==> src/rtl/proc_pkg.sv <==
// -----------------------------------------------------------------------------
// proc_pkg
// Shared definitions for the 8-bit single-cycle processor. The ALU, the control
// unit and the register file all import this package.
//   DATA_W    : datapath / register width
//   ADDR_W    : register index width
//   NREGS     : number of general-purpose registers
//   data_t    : one datapath word
//   regaddr_t : one register index
// -----------------------------------------------------------------------------
package proc_pkg;

    localparam int DATA_W = 8;
    localparam int ADDR_W = 3;
    localparam int NREGS  = 2 ** ADDR_W;

    typedef logic [DATA_W-1:0] data_t;
    typedef logic [ADDR_W-1:0] regaddr_t;

endpackage : proc_pkg

==> src/rtl/reg_file_8x8_reg_cell.sv <==
// -----------------------------------------------------------------------------
// reg_cell
// One register of the register file: asynchronous active-low clear, loads d on
// the rising clock edge when en is high, otherwise holds.
// Ports:
//   clk   : clock
//   rst_n : asynchronous active-low clear
//   en    : load enable
//   d     : load data
//   q     : stored value
// -----------------------------------------------------------------------------
import proc_pkg::*;

module reg_cell #(
    parameter int W = DATA_W
) (
    input  logic         clk,
    input  logic         rst_n,
    input  logic         en,
    input  logic [W-1:0] d,
    output logic [W-1:0] q
);

    logic [W-1:0] q_r;

    // Storage element: cleared asynchronously, loaded when enabled.
    always_ff @(posedge clk or negedge rst_n) begin
        if (!rst_n) begin
            q_r <= {W{1'b0}};
        end else if (en) begin
            q_r <= d;
        end else begin
            q_r <= q_r;
        end
    end

    assign q = q_r;

endmodule : reg_cell

==> src/rtl/reg_file_8x8.sv <==
// -----------------------------------------------------------------------------
// reg_file_8x8
// General-purpose register file of the 8-bit single-cycle processor: 8 x 8-bit
// registers, one write port (captures the write-back value on the rising edge),
// two combinational read ports feeding the ALU operands.
// Writes are suppressed while BUSYWAIT is high so a stalled instruction never
// commits; it commits on the first edge with BUSYWAIT low.
// Ports:
//   CLK         : clock, writes on rising edge
//   RESET_N     : asynchronous active-low reset, clears every register
//   IN          : write data
//   INADDRESS   : destination register index
//   WRITE       : write enable from the control unit
//   BUSYWAIT    : memory stall, 1 = hold all registers
//   OUT1ADDRESS : read port 1 index
//   OUT2ADDRESS : read port 2 index
//   OUT1        : read port 1 data
//   OUT2        : read port 2 data
// Build option:
//   REGFILE_BYPASS_EN : when defined, a qualifying write is forwarded
//                       combinationally to any read port addressing the
//                       destination register in the same cycle.
// -----------------------------------------------------------------------------
import proc_pkg::*;

module reg_file_8x8 #(
    parameter int DATA_W = proc_pkg::DATA_W,
    parameter int ADDR_W = proc_pkg::ADDR_W
) (
    input  logic              CLK,
    input  logic              RESET_N,
    input  logic [DATA_W-1:0] IN,
    input  logic [ADDR_W-1:0] INADDRESS,
    input  logic              WRITE,
    input  logic              BUSYWAIT,
    input  logic [ADDR_W-1:0] OUT1ADDRESS,
    input  logic [ADDR_W-1:0] OUT2ADDRESS,
    output logic [DATA_W-1:0] OUT1,
    output logic [DATA_W-1:0] OUT2
);

    localparam int NUM_REGS = 2 ** ADDR_W;

    logic              we_s;
    logic [DATA_W-1:0] regs_s [NUM_REGS];
    logic [DATA_W-1:0] out1_s;
    logic [DATA_W-1:0] out2_s;

    // Reset is folded in so the bypass path is also inactive during reset.
    assign we_s = WRITE & ~BUSYWAIT & RESET_N;

    // One cell per register; the decoder selects exactly one cell per write.
    for (genvar i = 0; i < NUM_REGS; i++) begin : g_cell
        logic en_s;
        assign en_s = we_s & (INADDRESS == ADDR_W'(i));

        reg_cell #(
            .W (DATA_W)
        ) u_cell (
            .clk   (CLK),
            .rst_n (RESET_N),
            .en    (en_s),
            .d     (IN),
            .q     (regs_s[i])
        );
    end

    // Two independent 8:1 read muxes, optionally with write-through bypass.
    always_comb begin
        out1_s = regs_s[OUT1ADDRESS];
        out2_s = regs_s[OUT2ADDRESS];
`ifdef REGFILE_BYPASS_EN
        if (we_s && (OUT1ADDRESS == INADDRESS)) begin
            out1_s = IN;
        end else begin
            out1_s = regs_s[OUT1ADDRESS];
        end
        if (we_s && (OUT2ADDRESS == INADDRESS)) begin
            out2_s = IN;
        end else begin
            out2_s = regs_s[OUT2ADDRESS];
        end
`endif
    end

    assign OUT1 = out1_s;
    assign OUT2 = out2_s;

endmodule : reg_file_8x8

==> config.mk <==
export PLATFORM = sky130hd
export DESIGN_NAME = reg_file_8x8
export DESIGN_NICKNAME = d
export VERILOG_FILES = /design/src/rtl/proc_pkg.sv /design/src/rtl/reg_file_8x8_reg_cell.sv /design/src/rtl/reg_file_8x8.sv
export SDC_FILE = /design/constraint.sdc
export NUM_CORES = 1
export LEC_CHECK = 0
export ABC_CLOCK_PERIOD_IN_PS = 1950
export CAP_MARGIN = 10
export CORE_ASPECT_RATIO = 2
export CORE_MARGIN = 1.5
export CORE_UTILIZATION = 35
export CTS_CLUSTER_DIAMETER = 50
export DETAILED_ROUTE_END_ITERATION = 16
export PLACE_DENSITY = 0.64
export SLEW_MARGIN = 5
export SYNTH_ARGS = -nofsm -noshare
export SYNTH_HDL_FRONTEND = slang
export SYNTH_HIERARCHICAL = 1
export SYNTH_SLANG_ARGS = --single-unit
==> constraint.sdc <==
create_clock -name CLK -period 1.95 [get_ports CLK]
set_clock_uncertainty 0.2 [all_clocks]
set_input_delay 0.39 -clock CLK [delete_from_list [all_inputs] [get_ports CLK]]
set_output_delay 0.39 -clock CLK [all_outputs]
set_load 0.01 [all_outputs]
## Word-level counts from Yosys, hierarchy flattened

Index checks and enable logic that the tools add are counted.

| operators by class | value |
|---|---|
| $lt $le $gt $ge | 2 |
| eq/ne operators | 7 |
| muxes and demuxes | 6 |
| bitwise operators | 13 |
| reduce and logical (&&, ||, !) cells | 1 |

Operator list:

| cell | count |
|---|---|
| binary-select mux 8 bit (select 3 bit) | 2 |
| 2-to-1 mux 8 bit | 4 |
| equality test 3 bit, second input constant | 4 |
| bitwise AND 1 bit | 10 |
| greater-or-equal comparator 4 bit, second input constant | 2 |
| NOT 3 -> 4 bit | 2 |
| equality test 3 x 2 -> 1 bit, second input constant | 2 |
| equality test 3 x 1 -> 1 bit, second input constant | 1 |
| zero test 3 bit | 1 |
| NOT 1 bit | 1 |

| storage, ports and cells | value |
|---|---|
| bits in registers | 64 |
| output and inout port bits | 16 |

## Depth between registers and ports, before layout

| logic depth | value |
|---|---|
| depth after elaboration | 4 |
| depth in mapped cells | 4 |

## Cells and area by module

Netlist, hierarchy kept.

By module, submodules not included:

| module | times used | cells an instance | area an instance (µm²) | seq. area each (µm²) |
|---|---|---|---|---|
| reg_cell | 8 | 17 | 331.6 | 200.2 |
| reg_file_8x8 | 1 | 71 | 1166.1 | 0.0 |

## Worst setup path before layout

No wires, ideal clock.

| path | value |
|---|---|
| path kind | input-to-output |
| from | input OUT2ADDRESS[0] |
| to | output OUT2[0] |
| arrival | 1.455 ns |
| setup slack | -0.095 ns |
| stages on the path | 4 |
| cells stage by stage | buf_6 buf_12 mux4_1 mux2_2 |

| between the ends | value |
|---|---|
| longest elaborated chain between the ends | 4 |

Ends and longest elaborated chain:

| what | RTL line | text |
|---|---|---|
| from (decl) | reg_file_8x8.sv:37 | `input logic [ADDR_W-1:0] OUT2ADDRESS,` |
| NOT 3 -> 4 bit (implied by the code) | reg_file_8x8.sv:71 | `out2_s = regs_s[OUT2ADDRESS];` |
| binary-select mux 8 bit (select 3 bit) | reg_file_8x8.sv:71 |  |
| 2-to-1 mux 8 bit (implied by the code) (2 in series) | reg_file_8x8.sv:71 |  |
| to (decl) | reg_file_8x8.sv:39 | `output logic [DATA_W-1:0] OUT2` |

No other way between the ends. The select of a mux whose other input is x is not followed.

## Worst setup path in the final report

| path | value |
|---|---|
| from | register g_cell[7].u_cell.q_r[1] |
| to | output OUT2[1] |

| between the ends | value |
|---|---|
| longest elaborated chain between the ends | 3 |

Ends and longest elaborated chain:

| what | RTL line | text |
|---|---|---|
| from (decl) | reg_file_8x8_reg_cell.sv:24 | `logic [W-1:0] q_r;` |
| from (signal assigned) | reg_file_8x8_reg_cell.sv:29 | `q_r <= {W{1'b0}};` |
| from (signal assigned) | reg_file_8x8_reg_cell.sv:33 | `q_r <= q_r;` |
| binary-select mux 8 bit (select 3 bit) | reg_file_8x8.sv:71 |  |
| 2-to-1 mux 8 bit (implied by the code) (2 in series) | reg_file_8x8.sv:71 |  |

No other way between the ends. The select of a mux whose other input is x is not followed.

==> run_results.csv <==
group,metric,value,unit
yosys,yosys.area.top_type_share,41.9,%
setup_path,ff2ff_setup_slack,0.63,ns
floorplanning,io_pins,37,
setup_path,r2r-end,"g_cell[4].u_cell/q[5]$_DFFE_PN0P_",
global_route,grt_max_degree,65,
sta,rsz0062_at_grt,"yes",
floorplanning,rows,53,
detailed_routing,viasPerCell,5.03,
clock_network,clkLatencyLatePin,0.33,ns
final_layout,layout_common_cells,"mux2_4, buf_4, dfrtp_1",
yosys,seq_area_frac_synth,41.9,%
placement,placedInstanceArea,0.00474,sq mm
power,p_per_area,946,mW/mm^2
clock_network,clockBufferDepth,2,
yosys,synth_cell_type_count,16,
yosys,yosys-mux-area-fraction,51.6,%
sta,hold_slack,0.0958,ns
clock_network,cts_tree,"built",
placement,port_buffers,36,
setup_path,worstReg2RegStart,"g_cell[4].u_cell/q[5]$_DFFE_PN0P_",
clock_network,cts_max_level,3,
floorplanning,start_util,36.2,%
setup_path,path_class,"flop to primary output",
clock_network,cts_inserted_buffers,9,
power,finalPower,0.00501,W
yosys,yosys.area_share.simple,1.80,%
detailed_routing,drc,0,
final_layout,syn_to_final_growth,38.6,%
yosys,synth.net_count,228,
clock_network,cts_sinks,64,
yosys,synth_top_family_by_area,"multiplexers",
status,outcome,"finished with violations",
detailed_routing,vias,2334,
setup_path,cp-end-kind,"primary output",
placement,gp_congestion,0.729,
power,seqPwrFrac,36.0,%
sta,finalWorstSetupSlack,-0.271,ns
yosys,synth-compound-area-share,0,%
detailed_routing,ant_nets,0,
sta,fmax,450,MHz
final_layout,largest_reg_flops,64,
power,power_leakage,2.44,nW
power,power_switching,0.00123,W
sta,slew_viol_final,0,
yosys,yosysWarnings,6,
final_layout,antenna_cells,0,
setup_path,worstPathRequired,1.36,ns
floorplanning,dieArea,0.0116,sq mm
power,intPower,0.00378,W
final_layout,fin_nets,343,
global_route,grt_pass1_wl,15.4,mm
setup_path,startpoint_type,"flop",
placement,dp.final_hpwl,6.15,mm
power,p_clk_share,32.0,%
detailed_routing,wl_per_cell,20.8,microns
clock_network,clk_pin_slew,0.06,ns
global_route,grt_usage,18.1,%
yosys,synth_area_leader_cell,"dfrtp_1",
yosys,synth_area_leaders,"dfrtp_1, mux2_4, mux4_1",
detailed_routing,finalWirelength,9.65,mm
yosys,synthAdderAreaFrac,0,%
setup_path,crit_arrival,1.63,ns
global_route,antenna_found_initial,0,
min_path,hold_class,"input pin to async pin",
sta,period_share,114,%
final_layout,fin_area,0.00529,sq mm
global_route,grt_pass1_vias,2697,
clock_network,clockRootBuffer,"clkbuf_16",
final_layout,drive_above_1_share,72.2,%
sta,final-hold-violation-count,0,
floorplanning,fp.coreArea,0.0105,sq mm
status,violations,"negative setup slack",
yosys,netlist_instances,207,
sta,fin_crit,2.22,ns
final_layout,mostFrequentLayoutCell,"mux2_4",
power,ir_drop,0.514,mV
floorplanning,die_x,76.9,microns
detailed_routing,dr.pass1.iters,4,
yosys,yosys.area_share.xor_xnor,0,%
power,combPwrFrac,32.0,%
setup_path,worstRegToRegCells,4,
yosys,syn_area,0.00382,sq mm
flow_run,cap_violations,0,
detailed_routing,drtIter0Drc,134,
yosys,syn_avg_cell_area,18.4,sq um
clock_network,postCtsHoldBufs,0,
sta,worst-slew-pin-transition,0.838,ns
global_route,overflow,0,
setup_path,cp_max_fo,3,
yosys,ys_seq_elements,64,
sta,timing.slew.headroom,44.1,%
floorplanning,die_h,151,microns
sta,setup_violations,16,
power,switching_share,24.6,%
-- routing by layer --
| metal | global-route usage (%) | wire [microns] |
|---|---|---|
| met1 | 21.1 | 3820 |
| met5 | 0 | 0 |
| met2 | 33.0 | 5380 |
| met4 | 8.15 | 239 |
| met3 | 2.12 | 202 |
-- through the flow --
| step | util (%) | worst slack (ns) | TNS [ns] | instances |
|---|---|---|---|---|
| after detailed placement | 44.9 | -1.09 | -29.02 | 422 |
| after global routing | 50.2 | -0.299 | -4.52 | 464 |
| after global placement | 44.9 | -1.07 | -27.29 | 422 |
| final | 50.2 | -0.271 | -3.97 | 464 |
| after floorplan | - | -0.0330 | -0.402 | 207 |
| after CTS | 49.8 | -0.279 | -4.21 | 458 |
-- logic make-up after synthesis --
kind of cell  count (synthesis)
buf+inv                      18
simple gates                 13
flops                        64
mux                         112
-- how the worst max path moves through the flow --
stage | start | to | cells past startpoint
after global placement | OUT2ADDRESS[0] | OUT2[3] | 5
after global routing | g_cell[5].u_cell/q[6]$_DFFE_PN0P_ | OUT2[6] | 3
final | g_cell[7].u_cell/q[1]$_DFFE_PN0P_ | OUT2[1] | 3
after floorplan | OUT1ADDRESS[0] | OUT1[5] | 4
after detailed placement | OUT1ADDRESS[0] | OUT1[3] | 5
after CTS | g_cell[7].u_cell/q[1]$_DFFE_PN0P_ | OUT2[1] | 3
-- what timing repair did --
item	in CTS	in global routing
setup buffers	17	6
resized for setup	114	1
pin swaps	0	0
endpoints found under the setup margin	16	24
cloned	3	0
-- synthesized netlist by cell type, drive strengths merged --
cell,count
buf,16
clkbuf,2
dfrtp,64
mux2,80
mux4,32
nand2,1
nand2b,2
nand4b,1
nand4bb,1
nor2,6
nor3,2
-- power by group through the flow --
stage | sequential, W | combinational [W] | clock [W]
after floorplan | 0.00173 | 0.000873 | 0
after global placement | 0.00178 | 0.00142 | 0
after detailed placement | 0.00181 | 0.00145 | 0
after CTS | 0.00180 | 0.00158 | 0.00165
after global routing | 0.00184 | 0.00170 | 0.00169
final | 0.00181 | 0.00160 | 0.00160
-- critical path, stage by stage (launching register included) --
cell     delay [ns]
dfrtp_1        0.40
mux4_2         0.50
mux2_4         0.28
buf_6          0.12
-- layout make-up --
type,count,area (sq um)
fill,859,5250
multi-input combinational,125,2000
sequential,64,1600
timing repair buffer,122,1220
clock buffer,11,243
tap,137,171
clock inverter,5,56.3
Note: power is estimated with default switching activity, not from simulation.
